$ cat src/rtl/bus_regfile_pkg.sv
// Shared types for the microcode sequencer bus: transfer cycles, register
// selectors and post-increment requests, plus flag bit positions.
package bus_regfile_pkg;

   typedef enum logic [1:0] {
      CYCLE_NONE      = 2'd0,
      CYCLE_REG_FETCH = 2'd1,
      CYCLE_REG_WRITE = 2'd2
   } microcode_cycle;

   // Codes from REG_PCP upward belong to the PC/stack block and are ignored here.
   typedef enum logic [4:0] {
      REG_A, REG_B,
      REG_XP, REG_XH, REG_XL,
      REG_YP, REG_YH, REG_YL,
      REG_SPH, REG_SPL,
      REG_MX, REG_MY, REG_MSP,
      REG_IMM, REG_FLAGS, REG_ALU, REG_ALU_WITH_FLAGS,
      REG_PCP, REG_PCSH, REG_PCSL, REG_NBP, REG_NPP, REG_VECTOR
   } reg_type;

   typedef enum logic [2:0] {
      REG_NONE, REG_X_INC, REG_Y_INC, REG_SP_INC, REG_SP_DEC
   } reg_inc_type;

   localparam int FLAG_I = 3;
   localparam int FLAG_D = 2;
   localparam int FLAG_Z = 1;
   localparam int FLAG_C = 0;

   // True for the selectors that address the data RAM.
   function automatic logic is_memory_reg(input reg_type sel);
      return (sel == REG_MX) || (sel == REG_MY) || (sel == REG_MSP);
   endfunction

endpackage

$ cat src/rtl/bus_regfile_source_mux.sv
// Combinational half of the bus responder: picks the source nibble for a
// fetch and forms the data-RAM address from whichever selector is active.
module bus_source_mux
   import bus_regfile_pkg::*;
#(
   parameter int RAM_ADDR_WIDTH = 12
) (
   input  microcode_cycle            current_cycle,
   input  reg_type                   bus_input_selector,
   input  reg_type                   bus_output_selector,
   input  logic [3:0]                reg_a,
   input  logic [3:0]                reg_b,
   input  logic [3:0]                flags,
   input  logic [11:0]               x,
   input  logic [11:0]               y,
   input  logic [7:0]                sp,
   input  logic [3:0]                immediate,
   input  logic [3:0]                alu_result,
   input  logic [3:0]                memory_read_data,
   output logic [3:0]                source_value,
   output logic [RAM_ADDR_WIDTH-1:0] memory_addr
);

   reg_type     addr_sel;
   logic [11:0] full_addr;

   // Address follows the source on a fetch and the destination otherwise.
   always_comb begin
      addr_sel  = (current_cycle == CYCLE_REG_FETCH) ? bus_input_selector
                                                     : bus_output_selector;
      full_addr = x;
      case (addr_sel)
         REG_MY:  full_addr = y;
         REG_MSP: full_addr = {4'h0, sp};
         default: full_addr = x;
      endcase
      memory_addr = RAM_ADDR_WIDTH'(full_addr);
   end

   // Source nibble; unhandled selectors read as zero.
   always_comb begin
      source_value = 4'h0;
      case (bus_input_selector)
         REG_A:              source_value = reg_a;
         REG_B:              source_value = reg_b;
         REG_XP:             source_value = x[11:8];
         REG_XH:             source_value = x[7:4];
         REG_XL:             source_value = x[3:0];
         REG_YP:             source_value = y[11:8];
         REG_YH:             source_value = y[7:4];
         REG_YL:             source_value = y[3:0];
         REG_SPH:            source_value = sp[7:4];
         REG_SPL:            source_value = sp[3:0];
         REG_MX,
         REG_MY,
         REG_MSP:            source_value = memory_read_data;
         REG_IMM:            source_value = immediate;
         REG_FLAGS:          source_value = flags;
         REG_ALU,
         REG_ALU_WITH_FLAGS: source_value = alu_result;
         default:            source_value = 4'h0;
      endcase
   end

endmodule

$ cat src/rtl/bus_regfile.sv
// Responder side of the sequencer bus. Protocol: the sequencer presents one
// CYCLE_REG_FETCH (source -> bus latch) followed by one CYCLE_REG_WRITE
// (bus latch -> destination, plus post-increment); there is no stall or
// handshake, each cycle completes on its own clock edge and transfers may
// run back to back. Owns A, B, X, Y, SP, flags and the data-RAM write port.
module bus_regfile
   import bus_regfile_pkg::*;
#(
   parameter int RAM_ADDR_WIDTH = 12
) (
   input  logic                      clk,
   input  logic                      reset_n,
   input  microcode_cycle            current_cycle,
   input  reg_type                   bus_input_selector,
   input  reg_type                   bus_output_selector,
   input  reg_inc_type               increment_selector,
   input  logic [3:0]                immediate,
   input  logic [3:0]                alu_result,
   input  logic                      alu_zero,
   input  logic                      alu_carry,
   output logic [RAM_ADDR_WIDTH-1:0] memory_addr,
   input  logic [3:0]                memory_read_data,
   output logic [3:0]                memory_write_data,
   output logic                      memory_write_en,
   output logic [3:0]                bus_value,
   output logic                      zero,
   output logic                      carry,
   output logic [3:0]                reg_a,
   output logic [3:0]                reg_b,
   output logic [11:0]               x,
   output logic [11:0]               y,
   output logic [7:0]                sp
);

   logic [3:0]  flags;
   logic [3:0]  source_value;
   logic [11:0] x_next;
   logic [11:0] y_next;
   logic [7:0]  sp_next;

   bus_source_mux #(
      .RAM_ADDR_WIDTH (RAM_ADDR_WIDTH)
   ) u_source_mux (
      .current_cycle       (current_cycle),
      .bus_input_selector  (bus_input_selector),
      .bus_output_selector (bus_output_selector),
      .reg_a               (reg_a),
      .reg_b               (reg_b),
      .flags               (flags),
      .x                   (x),
      .y                   (y),
      .sp                  (sp),
      .immediate           (immediate),
      .alu_result          (alu_result),
      .memory_read_data    (memory_read_data),
      .source_value        (source_value),
      .memory_addr         (memory_addr)
   );

   assign zero              = flags[FLAG_Z];
   assign carry             = flags[FLAG_C];
   assign memory_write_data = bus_value;

   // One-cycle strobe for a memory destination; held low while in reset so
   // a write caught by reset never reaches the RAM.
   always_comb begin
      memory_write_en = reset_n && (current_cycle == CYCLE_REG_WRITE)
                        && is_memory_reg(bus_output_selector);
   end

   // Pointer updates for a write cycle: the increment is taken from the
   // pre-write value, then the destination nibble overrides its slot, so a
   // collision keeps the written nibble and the carried-into neighbours.
   always_comb begin
      x_next  = x;
      y_next  = y;
      sp_next = sp;
      case (increment_selector)
         REG_X_INC:  x_next[7:0] = x[7:0] + 8'd1;
         REG_Y_INC:  y_next[7:0] = y[7:0] + 8'd1;
         REG_SP_INC: sp_next     = sp + 8'd1;
         REG_SP_DEC: sp_next     = sp - 8'd1;
         default:    ;
      endcase
      case (bus_output_selector)
         REG_XP:  x_next[11:8] = bus_value;
         REG_XH:  x_next[7:4]  = bus_value;
         REG_XL:  x_next[3:0]  = bus_value;
         REG_YP:  y_next[11:8] = bus_value;
         REG_YH:  y_next[7:4]  = bus_value;
         REG_YL:  y_next[3:0]  = bus_value;
         REG_SPH: sp_next[7:4] = bus_value;
         REG_SPL: sp_next[3:0] = bus_value;
         default: ;
      endcase
   end

   // Register file: latch on fetch, commit destination and increments on write.
   always_ff @(posedge clk) begin
      if (!reset_n) begin
         reg_a     <= 4'h0;
         reg_b     <= 4'h0;
         x         <= 12'h000;
         y         <= 12'h000;
         sp        <= 8'h00;
         flags     <= 4'h0;
         bus_value <= 4'h0;
      end else if (current_cycle == CYCLE_REG_FETCH) begin
         bus_value <= source_value;
         if (bus_input_selector == REG_ALU_WITH_FLAGS) begin
            flags[FLAG_Z] <= alu_zero;
            flags[FLAG_C] <= alu_carry;
         end
      end else if (current_cycle == CYCLE_REG_WRITE) begin
         x  <= x_next;
         y  <= y_next;
         sp <= sp_next;
         case (bus_output_selector)
            REG_A:     reg_a <= bus_value;
            REG_B:     reg_b <= bus_value;
            REG_FLAGS: flags <= bus_value;
            default:   ;
         endcase
      end
   end

endmodule

$ cat config.mk
export PLATFORM = sky130hd
export DESIGN_NAME = bus_regfile
export DESIGN_NICKNAME = d
export VERILOG_FILES = /design/src/rtl/bus_regfile_pkg.sv /design/src/rtl/bus_regfile_source_mux.sv /design/src/rtl/bus_regfile.sv
export SDC_FILE = /design/constraint.sdc
export NUM_CORES = 1
export LEC_CHECK = 0
export ABC_AREA = 1
export CAP_MARGIN = 20
export CORE_ASPECT_RATIO = 2
export CORE_MARGIN = 2
export CORE_UTILIZATION = 53
export CTS_CLUSTER_DIAMETER = 100
export DETAILED_ROUTE_END_ITERATION = 12
export HOLD_SLACK_MARGIN = 0.03
export PLACE_DENSITY = 0.94
export SYNTH_ARGS = -nofsm -noshare
export SYNTH_HDL_FRONTEND = slang
export SYNTH_SLANG_ARGS = --single-unit
$ cat constraint.sdc
create_clock -name clk -period 3.75 [get_ports clk]
set_input_delay 0.375 -clock clk [delete_from_list [all_inputs] [get_ports clk]]
set_output_delay 0.375 -clock clk [all_outputs]
set_load 0.01 [all_outputs]
==> run metrics, run 1 <==
outcome finished, final reports clean; Leakage between 1.5 and 2 nW; Crit. End Element output port; total CTS buffers 5; CP required between 3 and 4 ns; GRT Total Usage 35.93%; total wire length 13040 um; CP max FO 10; CTS tree built; worst-margin pin slew roughly 0.89 ns; residual DRC count 0; Resize count post-CTS 0; Core Footprint 6516 um2; Synth Flop Type dfxtp_1; Critical Path, Cell by Cell clkdlybuf4s50_1, inv_1, ha_1, o21ai_0, inv_1, nand4_2, nand2_1, inv_2, nand2_1, o221ai_1, clkdlybuf4s50_1; first-pass GRT wire length about 20000 um; syn_nets 595; area of the die 7388 um2; commonest non-fill, non-tap cell in the layout nand2_1; initial core utilization 54.32%; flops & latches, synth 48; I/O pin count 94; Hold Slack 0.4564 ns; Cell variety after synth 42; Final Slew Violations 0; antenna cells 0; clock root buffer clkbuf_16; worst min-delay path class reg2reg; initial antenna violation count 0; commonest non-fill, non-tap cells in the layout 144 x nand2_1, 93 x clkdlybuf4s50_1, 68 x inv_1, 48 x dfxtp_1, 45 x o21ai_0; Worst EP arrival 2.97 ns; f_max between 200 and 300 MHz; die width 61.79 um; RePlAce Congestion 1.053; Post-Synthesis Cell Area ~3500 um2; placed wire-length estimate 9936 um; CP bufs+invs 5; asr flop ratio synth 0%; Final Hold Viols 0; number of global-route vias before repair 4065; grt total ovfl 0; crit path launch type primary input; setup tns final 0 ns; Power Dens Cells 265.3 nW/um2; share of layout cells above drive strength 1 8.783%; largest net degree at the start of global routing 29; 1st-iter DRT viols 442; via count 4393; antenna-violating nets left 0; Ys Warns 0; DR vias/cell around 6.0; Final period util 89.15%; wire length per cell ~18 um; Clock Sinks 48; CP max-delay cell clkdlybuf4s50_1; number of H-tree levels 2; Die H about 120 um; Area Growth Syn to Fin 32.49%; maximum clock insertion buffer count 2; crit-path leading delay family buffers and inverters; maxcap violations 0; Detailed Routing Iterations Pass 1 5; Avg Cell Area, Syn 6.332 um2; Worst VDD drop 0.0003036 V; post-synthesis sequential area ratio 27.15%; post-CTS setup repair buffer count 0; number of port buffers 93; row count between 40 and 50; synthesized instance count 559; Layout Skew 0.005356 ns; Slew headroom roughly two fifths; number of synthesized flops with an enable pin 0; critical setup path kind in2out; CP peak stage delay 0.59 ns; CTS clk-pin slew, worst paths roughly 0.070 ns; final setup fails 0; unrepaired setup endpoints after global routing no; # nets final 684; CTS Hold Bufs 0; fin crit period 3.343 ns; clock latency on the worst-skew pair 0.30 ns
[per-layer routing]
| metal | vias to the layer above | routed length [um] | GRT usage, % |
|---|---|---|---|
| met4 | 0 | 992 | 22.87 |
| met1 | 1961 | 4703 | 45.07 |
| li1 | 2045 | - | - |
| met3 | 71 | 1266 | 5.280 |
| met2 | 316 | 6077 | 55.07 |
| met5 | - | 0 | 0 |
[through the flow]
stage / setup slack (ns) / utilization [%] / instances / total power, mW / cell area, um2
floorplan: 1.724 / - / 559 / 0.6384 / 3540
global placement: 0.5477 / 69.34 / 729 / 0.7191 / 4518
detailed placement: 0.4623 / 69.34 / 729 / 0.7216 / 4518
CTS: 0.4399 / 71.97 / 737 / 1.241 / 4690
global route: 0.2895 / 71.97 / 737 / 1.284 / 4690
finish: 0.4070 / 71.97 / 737 / 1.244 / 4690
[cell usage after synthesis, types with 4 or more instances]
library cell  count  area (um2)
o221ai_1          9       78.83
nor2_1           38       142.6
a31oi_1           6       37.54
inv_1            68       255.2
clkbuf_1          6       22.52
o21ai_0          45       225.2
a21oi_1          44       220.2
nand4_1          11       68.82
a221oi_1          6       52.55
a21oi_2           4       35.03
nand3_1          37       185.2
o21ai_1          12       60.06
nand2_1         144       540.5
xor2_1            4       35.03
o22ai_1           4       25.02
dfxtp_1          48       960.9
a21oi_4           4       65.06
nand2_2           6       37.54
buf_4             4       30.03
inv_2            16       60.06
ha_1              5       62.56
nor3_1            7       35.03
[cell families after synthesis]
| kind of cell | Yosys count | synth area share, % |
|---|---|---|
| flip-flops | 48 | 27.15 |
| AND/OR/NAND/NOR | 257 | 32.77 |
| adder cells (fa/ha/maj) | 5 | 1.767 |
| buffers and inverters | 100 | 11.52 |
| XOR/XNOR | 5 | 1.237 |
| AO/OA/AOI/OAI | 144 | 25.56 |
[report_power, final]
| group | internal [mW] | switching (mW) | total, mW |
|---|---|---|---|
| logic | 0.0752 | 0.112 | 0.187 |
| clock network | 0.317 | 0.211 | 0.529 |
| registers | 0.516 | 0.0116 | 0.528 |
| total | 0.909 | 0.335 | 1.24 |
[worst paths after layout]
kind	from	endpoint	slack (ns)	cells after the start
worst max register to register	sp[1]	sp[4]	1.94	14
worst min-delay path	flags[3]	flags[3]	0.46	2
worst min register to register	flags[3]	flags[3]	0.46	2
worst max-delay path	current_cycle[1]	memory_addr[0]	0.41	11
[state kept, by name, indices dropped and copies added, names as in the netlist]
| register | flops |
|---|---|
| x | 12 |
| flags | 4 |
| reg_a | 4 |
| bus_value | 4 |
| reg_b | 4 |
| y | 12 |
| sp | 8 |
[layout make-up]
type,count,area (um2)
clock buffers,5,125.1
clock inverters,3,46.29
fillers,584,1827
inverters,86,322.8
multi-input cells,411,2171
flip-flops and latches,48,960.9
well taps,88,110.1
repair buffers,96,953.4
[worst min-delay path: cells and delay by family, from the launching register on]
family,cells,cell delay [ns]
buffers and inverters,1,0.06
DFF,1,0.30
AOI/OAI and AO/OA,1,0.06
(Power assumes the default switching activity.)
==> inputs of run 2 (changes only) <==
--- a/config.mk
+++ b/config.mk
@@ -9,11 +9,11 @@
 export CAP_MARGIN = 20
 export CORE_ASPECT_RATIO = 2
 export CORE_MARGIN = 2
-export CORE_UTILIZATION = 53
+export CORE_UTILIZATION = 43
 export CTS_CLUSTER_DIAMETER = 100
 export DETAILED_ROUTE_END_ITERATION = 12
 export HOLD_SLACK_MARGIN = 0.03
-export PLACE_DENSITY = 0.94
+export PLACE_DENSITY = 0.8
 export SYNTH_ARGS = -nofsm -noshare
 export SYNTH_HDL_FRONTEND = slang
 export SYNTH_SLANG_ARGS = --single-unit
==> constraint.sdc (replaced) <==
create_clock -name clk -period 3.2 [get_ports clk]
set_input_delay 0.32 -clock clk [delete_from_list [all_inputs] [get_ports clk]]
set_output_delay 0.32 -clock clk [all_outputs]
set_load 0.01 [all_outputs]
==> run metrics, run 2 (synthesis results as in run 1) <==
Worst EP arrival 2.59 ns (-0.38 ns); Final Hold Viols 0 (unchanged); Slew headroom 37.71% (-3.0 points); fin crit period slightly below 3 ns; maximum clock insertion buffer count 2 (unchanged); maxcap violations 0 (unchanged); Reg-to-Reg Start y[0]; most used cell, CP nand2_1; number of global-route vias before repair 4023 (-1.0%); CTS tree built; CP required 2.88 ns (-0.50 ns); crit-path leading delay family buffers and inverters; Pwr Total 1.464 mW (+18%); largest net degree at the start of global routing 25 (-14%); Worst VDD drop 0.0003215 V (+5.9%); Hold Crit Start flags[1]; Final Slew Violations 0 (unchanged); area of the die 9018 um2 (+22%); commonest non-fill, non-tap cells in the layout 144 x nand2_1, 93 x clkdlybuf4s50_1, 68 x inv_1, 48 x dfxtp_1; total CTS buffers 5 (unchanged); initial antenna violation count 0 (unchanged); initial core utilization 44.57% (-9.8 points); CP bufs+invs 5 (unchanged); Core Footprint 7943 um2 (+22%); Layout Skew 0.006813 ns (+0.001457 ns); CP peak stage delay 0.57 ns (-0.02 ns); GRT Total Usage 31.40% (-4.5 points); # nets final 685 (+0.15%); critical setup path kind in2out; clock latency on the worst-skew pair 0.30 ns (about the same); CTS clk-pin slew, worst paths 0.07 ns (about the same); via count 4327 (-1.5%); dpl ws 0.1741 ns (-0.2882 ns); number of port buffers 93 (unchanged); I/O pin count 94 (unchanged); antenna-violating nets left 0 (unchanged); unrepaired setup endpoints after global routing no; CP max-delay cell clkdlybuf4s50_1; crit path launch type primary input; share of layout cells above drive strength 1 9.077% (+0.29 points); post-CTS setup repair buffer count 0 (unchanged); die width 68.16 um (+10%); CTS Hold Bufs 0 (unchanged); final setup fails 0 (unchanged); Clock Sinks 48 (unchanged); commonest non-fill, non-tap cell in the layout nand2_1; final core occ 59.31% (-13 points); antenna cells 0 (unchanged); Worst Slack Setup Final 0.2869 ns (-0.1201 ns); CP max FO 13 (+3); number of H-tree levels 2 (unchanged); f_max between 300 and 400 MHz; clock root buffer clkbuf_16; 1st-iter DRT viols 373 (-16%); setup tns final 0 ns (unchanged); outcome finished, final reports clean; grt total ovfl 0 (unchanged); RePlAce Congestion 1.034 (-1.8%); Final period util around nine tenths; placed wire-length estimate 10860 um (+9.3%); Hold Slack 0.4844 ns (+0.02800 ns); first-pass GRT wire length 20980 um (+5.3%); row count 46 (+9.5%); Critical Path Source current_cycle[1]; Leakage 1.780 nW (+0.35%); Area Growth Syn to Fin 33.09%; Resize count post-CTS 0 (unchanged); total wire length 13940 um (+6.9%); Crit. End Element output port; residual DRC count 0 (unchanged); worst min-delay path class reg2reg; Largest regs x (12), y (12), sp (8); Detailed Routing Iterations Pass 1 5 (unchanged); Power Dens Cells 310.8 nW/um2 (+17%); DR vias/cell 5.800 (-2.7%); wire length per cell 18.68 um (+5.6%); Die H 132.3 um (+11%); worst-margin pin slew 0.9333 ns (+0.04538 ns); Critical Path, Cell by Cell clkdlybuf4s50_1, inv_1, ha_2, nand2_1, o21ai_0, inv_1, nor2_1, nand3_1, nand2_1, inv_2, nand2_1, o221ai_1, clkdlybuf4s50_1
==> run 2: cell count changes in the layout (fill, tap and decap cells not counted), sizes merged <==
| cell | delta |
|---|---|
| buf | +1 |
| clkinv | +2 |
| clkinvlp | -1 |
| inv | -1 |
==> run 2: path summary, 6_finish.rpt <==
kind	slack, ns	cells past startpoint	endpoint
min reg2reg	0.48	2	flags[1]
min	0.48	2	flags[1]
max	0.29	13	memory_addr[3]
max reg2reg	1.39	8	y[7]
==> run 2: layout make-up <==
cell class / instances / area [um2]
inverters: 86 / 322.8
repair buffers: 97 / 960.9
fillers: 781 / 3232
flip-flops and latches: 48 / 960.9
multi-input cells: 411 / 2173
clock inverters: 3 / 47.55
clock buffers: 5 / 125.1
well taps: 96 / 120.1
==> run 2: worst reg2reg max path: cells and delay by family (launching register included) <==
kind / cells / cell delay [ns]
AO/OA/AOI/OAI: 2 / 0.22
XOR/XNOR: 1 / 0.16
buffers and inverters: 1 / 0.13
flip-flops: 1 / 0.45
AND/OR/NAND/NOR: 4 / 0.70
==> run 2: where the power goes <==
part	internal [mW]	switching [mW]	leakage, nW	total, mW
sequential	0.605	0.0134	0.387	0.618
clock	0.372	0.250	0.0840	0.622
combinational	0.0889	0.135	1.31	0.224
total	1.07	0.398	1.78	1.46
==> run 2: per-stage QoR <==
step           std cells  cell area, um2
3_5_place_dp         738            4536
3_3_place_gp         738            4536
5_1_grt              746            4711
4_1_cts              746            4708
2_1_floorplan        559            3540
6_report             746            4711
==> run 2: layer usage <==
metal	wire length, um	GRT usage (%)
met1	4822	32.71
met2	6983	52.91
met3	948	5.038
met4	1185	24.22
met5	0	0
